[config.mk]
export PLATFORM = sky130hd
export DESIGN_NAME = while_seq_ent
export DESIGN_NICKNAME = d
export VERILOG_FILES = /design/src/rtl/while_seq_ent.sv
export SDC_FILE = /design/constraint.sdc
export NUM_CORES = 1
export LEC_CHECK = 0
export CAP_MARGIN = 20
export CORE_MARGIN = 5
export CORE_UTILIZATION = 32
export CTS_BUF_LIST = sky130_fd_sc_hd__clkbuf_2 sky130_fd_sc_hd__clkbuf_4 sky130_fd_sc_hd__clkbuf_8
export CTS_CLUSTER_DIAMETER = 50
export DETAILED_ROUTE_END_ITERATION = 10
export PLACE_DENSITY = 0.48
export SLEW_MARGIN = 20
export SYNTH_ARGS = -nofsm -noshare
export SYNTH_HDL_FRONTEND = slang
export SYNTH_SLANG_ARGS = --single-unit
[constraint.sdc]
create_clock -name CLK -period 7.9 [get_ports CLK]
set_input_delay 0.79 -clock CLK [delete_from_list [all_inputs] [get_ports CLK]]
set_output_delay 0.79 -clock CLK [all_outputs]
set_load 0.005 [all_outputs]
[src/rtl/while_seq_ent.sv]
// Clocked form of the unrolled-while loop entity. It runs temp += STEP once per cycle for
// COUNT cycles, then returns temp*A - B (mod 2^NBITS) through a valid/ready handshake.
module while_seq_ent #(
    parameter int NBITS  = 8,
    parameter int CWIDTH = 4,
    parameter int INIT   = 1,
    parameter int STEP   = 1
) (
    input  logic              CLK,
    input  logic              RST_N,
    input  logic              START,
    input  logic [CWIDTH-1:0] COUNT,
    input  logic [NBITS-1:0]  A,
    input  logic [NBITS-1:0]  B,
    output logic              BUSY,
    output logic              VALID,
    input  logic              READY,
    output logic [NBITS-1:0]  XOUT
);

    typedef enum logic [1:0] {
        S_IDLE,
        S_LOOP,
        S_CALC,
        S_HOLD
    } state_t;

    localparam logic [NBITS-1:0]  C_INIT = NBITS'(INIT);
    localparam logic [NBITS-1:0]  C_STEP = NBITS'(STEP);
    localparam logic [CWIDTH-1:0] C_ONE  = CWIDTH'(1);

    state_t            r_state;
    logic [NBITS-1:0]  r_temp;
    logic [CWIDTH-1:0] r_iter;
    logic [CWIDTH-1:0] r_count;
    logic [NBITS-1:0]  r_a;
    logic [NBITS-1:0]  r_b;
    logic [NBITS-1:0]  r_xout;
    logic              r_valid;

    logic              w_last;
    logic [NBITS-1:0]  w_prod;
    logic [NBITS-1:0]  w_result;

    assign w_last   = (r_iter == r_count - C_ONE);
    // Only the low NBITS of the full product survive, so an NBITS-wide multiply is exact.
    assign w_prod   = r_temp * r_a;
    assign w_result = w_prod - r_b;

    always_ff @(posedge CLK or negedge RST_N) begin
        if (!RST_N) begin
            r_state <= S_IDLE;
            r_temp  <= '0;
            r_iter  <= '0;
            r_count <= '0;
            r_a     <= '0;
            r_b     <= '0;
            r_xout  <= '0;
            r_valid <= 1'b0;
        end else begin
            case (r_state)
                S_IDLE: begin
                    if (START) begin
                        r_a     <= A;
                        r_b     <= B;
                        r_count <= COUNT;
                        r_temp  <= C_INIT;
                        r_iter  <= '0;
                        r_state <= (COUNT == '0) ? S_CALC : S_LOOP;
                    end
                end
                S_LOOP: begin
                    r_temp <= r_temp + C_STEP;
                    r_iter <= r_iter + C_ONE;
                    if (w_last) r_state <= S_CALC;
                end
                S_CALC: begin
                    r_xout  <= w_result;
                    r_valid <= 1'b1;
                    r_state <= S_HOLD;
                end
                S_HOLD: begin
                    if (r_valid && READY) begin
                        r_valid <= 1'b0;
                        r_state <= S_IDLE;
                    end
                end
                default: r_state <= S_IDLE;
            endcase
        end
    end

    assign BUSY  = (r_state != S_IDLE);
    assign VALID = r_valid;
    assign XOUT  = r_xout;

endmodule

### After elaboration in Yosys (flattened, before gate mapping)

Index checks and enable logic that the tools add are counted.

* bits in registers: 43
* output and inout bits: 10
* word-level logic and storage cells: 41

* add/sub/neg operators: 4
* $mul: 1
* equal/unequal tests: 7
* mux-type cells: 11
* reduce and logical (&&, ||, !) cells: 10

Operators by type and width (number)
* case mux 8 bit (2 select lines): 1
* adder 8 x 1 -> 8 bit (second input constant): 1
* multiplier 8 x 8 -> 8 bit: 1
* 2-to-1 mux 2 bit: 4
* 2-to-1 mux 8 bit: 1
* case mux 2 bit (4 select lines): 1
* case mux 4 bit (2 select lines): 1
* subtractor 8 bit: 1
* != test 2 bit (second input constant): 3
* AND reduction 2 bit: 3
* nonzero test 2 bit: 3
* adder 4 x 1 -> 4 bit (second input constant): 1
* == test 2 bit (second input constant): 2
* == test 4 bit: 1
* logical NOT 4 bit: 1
* 2-to-1 mux 4 bit: 1
* subtractor 4 x 1 -> 4 bit (second input constant): 1
* AND reduction 3 bit: 1
* == test 2 x 1 -> 1 bit (second input constant): 1
* logical NOT 2 bit: 1
* case mux 1 bit (2 select lines): 1
* logical AND 1 bit: 1
* 2-to-1 mux 1 bit: 1

### Longest topological paths before layout

* depth in word-level cells: 4
* mapped depth: 15
* mapped depth without buffers: 14

### Least setup slack after synthesis

OpenSTA, ideal clock, no wires.

* path type: flip-flop to flip-flop
* from: register r_temp[0]
* to: register r_xout[7], in the netlist XOUT[7]
* library setup time: 0.125 ns
* arrival time: 3.902 ns
* data required time: 7.775 ns
* setup slack: 3.872 ns
* stages on the path, launching flop included: 14
* path through: dfrtp_1 > clkbuf_1 > and2_1 > fa_1 > ha_1 > fa_1 > fa_1 > ha_1 > a21o_1 > a21oi_1 > o21bai_1 > a21oi_1 > xnor3_1 > mux2_4

* word-level cells in the longest chain between the ends: 2

Ends and longest elaborated chain
* from (decl): line 33 `logic [NBITS-1:0] r_temp;`
* from (signal assigned): line 73 `r_temp <= r_temp + C_STEP;`
* multiplier 8 x 8 -> 8 bit: line 47 `assign w_prod = r_temp * r_a;`
* subtractor 8 bit: line 48 `assign w_result = w_prod - r_b;`
* to (signal assigned): line 78 `r_xout <= w_result;`
* to (decl): line 38 `logic [NBITS-1:0] r_xout;`

Every way passes these cells.
A chain may end at the register's enable or synchronous reset.

### Worst setup path after layout

Same ends and word-level chain as after synthesis.

==> qor.json <==
{
  "final_nets": 390,
  "timing.final.crit_period_ns": 4.207,
  "layout.cells.most_common_list": "43 x dfrtp_1, 39 x inv_1, 32 x clkdlybuf4s50_1, 30 x nand2_1, 28 x ha_1",
  "finish.utilization_pct": 38.74,
  "power_per_cell_area_nw_per_um2": 513.9,
  "floorplan.rows": 35,
  "crit_path_start": "r_temp[0]",
  "fin_skew_ns": 0.009005,
  "die_area_sq_um": 11680,
  "routed_via_density": 4.345,
  "crit_path_start_kind": "flip-flop",
  "layout_commonest_cell": "dfrtp_1",
  "first_pass_grt_wire_length_microns": 9970,
  "detail-route-antenna-nets": 0,
  "ys_ff_latch": 43,
  "worst_ep_arrival_time_ns": 4.39,
  "filler_cell_count": 948,
  "clock_tree.htree_level_count": 2,
  "worst-endpoint-required_ns": 8.08,
  "worstSetupPathType": "reg -> reg",
  "final-hold-violation-count": 0,
  "yosys.cell_types.count": 35,
  "run_status": "finished clean",
  "portBuffers": 33,
  "synthesis.area_sq_um": 3077,
  "place_inst": 442,
  "rsz0062_at_grt": "no",
  "seq_area_frac_synth_pct": 34.97,
  "ys.warnings.count": 0,
  "cp_slowest_cell": "dfrtp_1",
  "clkLatencyLatePin_ns": 0.29,
  "clock_tree_from_tritoncts": "done",
  "holdBufCountCts": 0,
  "cts_sinks": 43,
  "ctsLongestPathBuffers": 2,
  "worst_max_slew_margin_expressed_relative_to_the_limit_pct": 61.08,
  "first_global_vias": 2191,
  "layout_worst_path_cycle_share_pct": 53.25,
  "crit-reg2reg-launch": "r_temp[0]",
  "p_sw_mw": 0.7680,
  "global_route.overflow_total": 0,
  "power.internal_mw": 1.089,
  "placeableCoreArea_sq_um": 9328,
  "final_max_slew_viol_count": 0,
  "post-cts-setup-buffer-count": 0,
  "power.switching_fraction_pct": 41.36,
  "grt_busiest_layer": "met2",
  "clk_pin_slew_worst_paths_ns": 0.09,
  "cellLeakagePower_nw": 1.647,
  "detailedRoute.firstIterationViolations": 40,
  "final_count_of_negative_setup_slack_endpoints": 0,
  "post-dp-hpwl_microns": 4414,
  "synth_cells": 289,
  "ports_placed_on_the_boundary": 34,
  "synthToLayoutAreaGrowth_pct": 17.45,
  "syn_nets": 359,
  "max_freq_mhz": 237.7,
  "layout-drive-gt1-share_pct": 14.06,
  "antenna_found_initial": 0,
  "timing.critical_path.to_type": "flip-flop",
  "maxCapViolations": 0,
  "cp_common_cell": "fa_1",
  "ir_drop_mv": 0.1733,
  "gp_congestion": 0.7933,
  "tightestPinTransition_ns": 0.5816,
  "pwr-share-clk_pct": 9.3,
  "critical-path-max-stage-delay_ns": 0.52,
  "wire_per_inst_microns": 12.66,
  "drt-pass1-iter-count": 4,
  "met2_usage_pct": 18.29,
  "worst-path-buf-inv": 0,
  "drt_drc_violations_left": 0,
  "numCtsBuffers": 5,
  "groute.layer.met3.usage_pct": 2.328,
  "num_antenna_cells": 0,
  "share_comb_of_total_power_pct": 67.0,
  "crit_fanout": 12,
  "maximum_number_of_pins_on_one_net_before_global_route_repair": 44,
  "worst_min_delay_path_category": "in -> async",
  "fin_tns_setup_ns": 0,
  "worstPathCellList": "and2_1, fa_1, ha_1, fa_1, fa_1, ha_1, a21o_1, a21oi_1, o21bai_1, a21oi_1, xnor3_1, mux2_4",
  "die_h_microns": 108.1,
  "syn-mean-instance-area_sq_um": 10.65,
  "initial_utilization_pct": 32.98,
  "clockRootBuffer": "clkbuf_8",
  "grt_total_usage_pct": 10.77,
  "gr-usage-met1_pct": 14.03,
  "route.final.wire_length_microns": 5683,
  "cpLargestDelayFamily": "adder cells",
  "layoutNonFillerInstCount": 449,
  "die_w_microns": 108.1,
  "postCtsResizedCells": 0,
  "power.share.sequential_pct": 23.7,
  "detailroute.via_count": 1951
}
## power by group through the flow
stage	Sequential (mW)	Combinational, mW	Clock [mW]
finish	0.441	1.24	0.173
global route	0.461	1.46	0.191
floorplan	0.396	1.05	0
CTS	0.443	1.28	0.183
global placement	0.446	1.28	0
detailed placement	0.448	1.28	0
## stage by stage
| step | hold slack, ns | power, mW | setup WS, ns | cell area, sq um |
|---|---|---|---|---|
| floorplan | 0.4794 | 1.445 | 3.872 | 3077 |
| global placement | 0.4910 | 1.722 | 3.748 | 3502 |
| detailed placement | 0.4963 | 1.729 | 3.688 | 3502 |
| CTS | 0.5180 | 1.910 | 3.683 | 3608 |
| global route | 0.5377 | 2.114 | 3.466 | 3613 |
| finish | 0.4857 | 1.857 | 3.693 | 3613 |
## cells by family (layout without fill, tap and decap cells)
| family | count (synthesis) | after routing | synth area share [%] |
|---|---|---|---|
| and+or+nand+nor | 71 | 71 | 10.74 |
| buffers and inverters | 48 | 79 | 6.751 |
| adders and majority gates | 46 | 46 | 23.10 |
| DFF | 43 | 43 | 34.97 |
| xor gates and xnor gates | 31 | 31 | 10.00 |
| muxes | 27 | 27 | 10.00 |
| AOI/OAI and AO/OA | 23 | 23 | 4.433 |
## cells in the mapped netlist (all sizes together)
| cell type | instances | area share (%) |
|---|---|---|
| dfrtp | 43 | 35 |
| inv | 39 | 4.8 |
| nand2 | 34 | 4.6 |
| ha | 28 | 11 |
| mux2 | 27 | 10 |
| xnor2 | 21 | 6.5 |
| fa | 18 | 12 |
| nor2 | 17 | 2.1 |
| a21oi | 10 | 1.6 |
| and2 | 10 | 2.1 |
| xor2 | 9 | 2.8 |
| buf | 7 | 1.7 |
| o21ai | 7 | 1.3 |
| nand4 | 4 | 0.81 |
| a22o | 2 | 0.57 |
| clkbuf | 2 | 0.24 |
| nor4 | 2 | 0.41 |
| or3 | 2 | 0.41 |
| a21o | 1 | 0.24 |
| a221oi | 1 | 0.28 |
| and3 | 1 | 0.24 |
| nor3 | 1 | 0.16 |
| o21bai | 1 | 0.24 |
| o22ai | 1 | 0.20 |
| xnor3 | 1 | 0.73 |
## area by class of cell
class                      instances  area [sq um]  area share (%)
timing repair buffer              33         327.8           9.072
sequential                        43          1076           29.78
inverter                          39         146.4           4.051
clock inverter                     1         30.03          0.8310
multi-input combinational        198          1795           49.69
clock buffer                       6         76.32           2.112
tap                              129         161.4           4.467
## flip-flops by register name (all words and copies together), names as in the netlist
signal,cells
r_temp,8
r_iter,4
r_count,4
r_state,2
XOUT,8
r_b,8
r_a,8
VALID,1
## path summary, 6_finish.rpt
check,endpoint,slack [ns],cells after the start
max,XOUT[7],3.69,12
min,r_b[5],0.49,1
max reg2reg,XOUT[7],3.69,12
min reg2reg,XOUT[3],0.51,1
max in group asynchronous,r_temp[2],7.03,1
min in group CLK,XOUT[3],0.51,1
## per-layer routing
metal	part of all wire (%)	vias up	routed length, microns
met5	0	-	0
met4	0.76	0	43
met3	3.3	4	189
met2	48	25	2728
met1	48	938	2722
li1	-	984	-
Note: power is estimated with default switching activity, not from simulation.
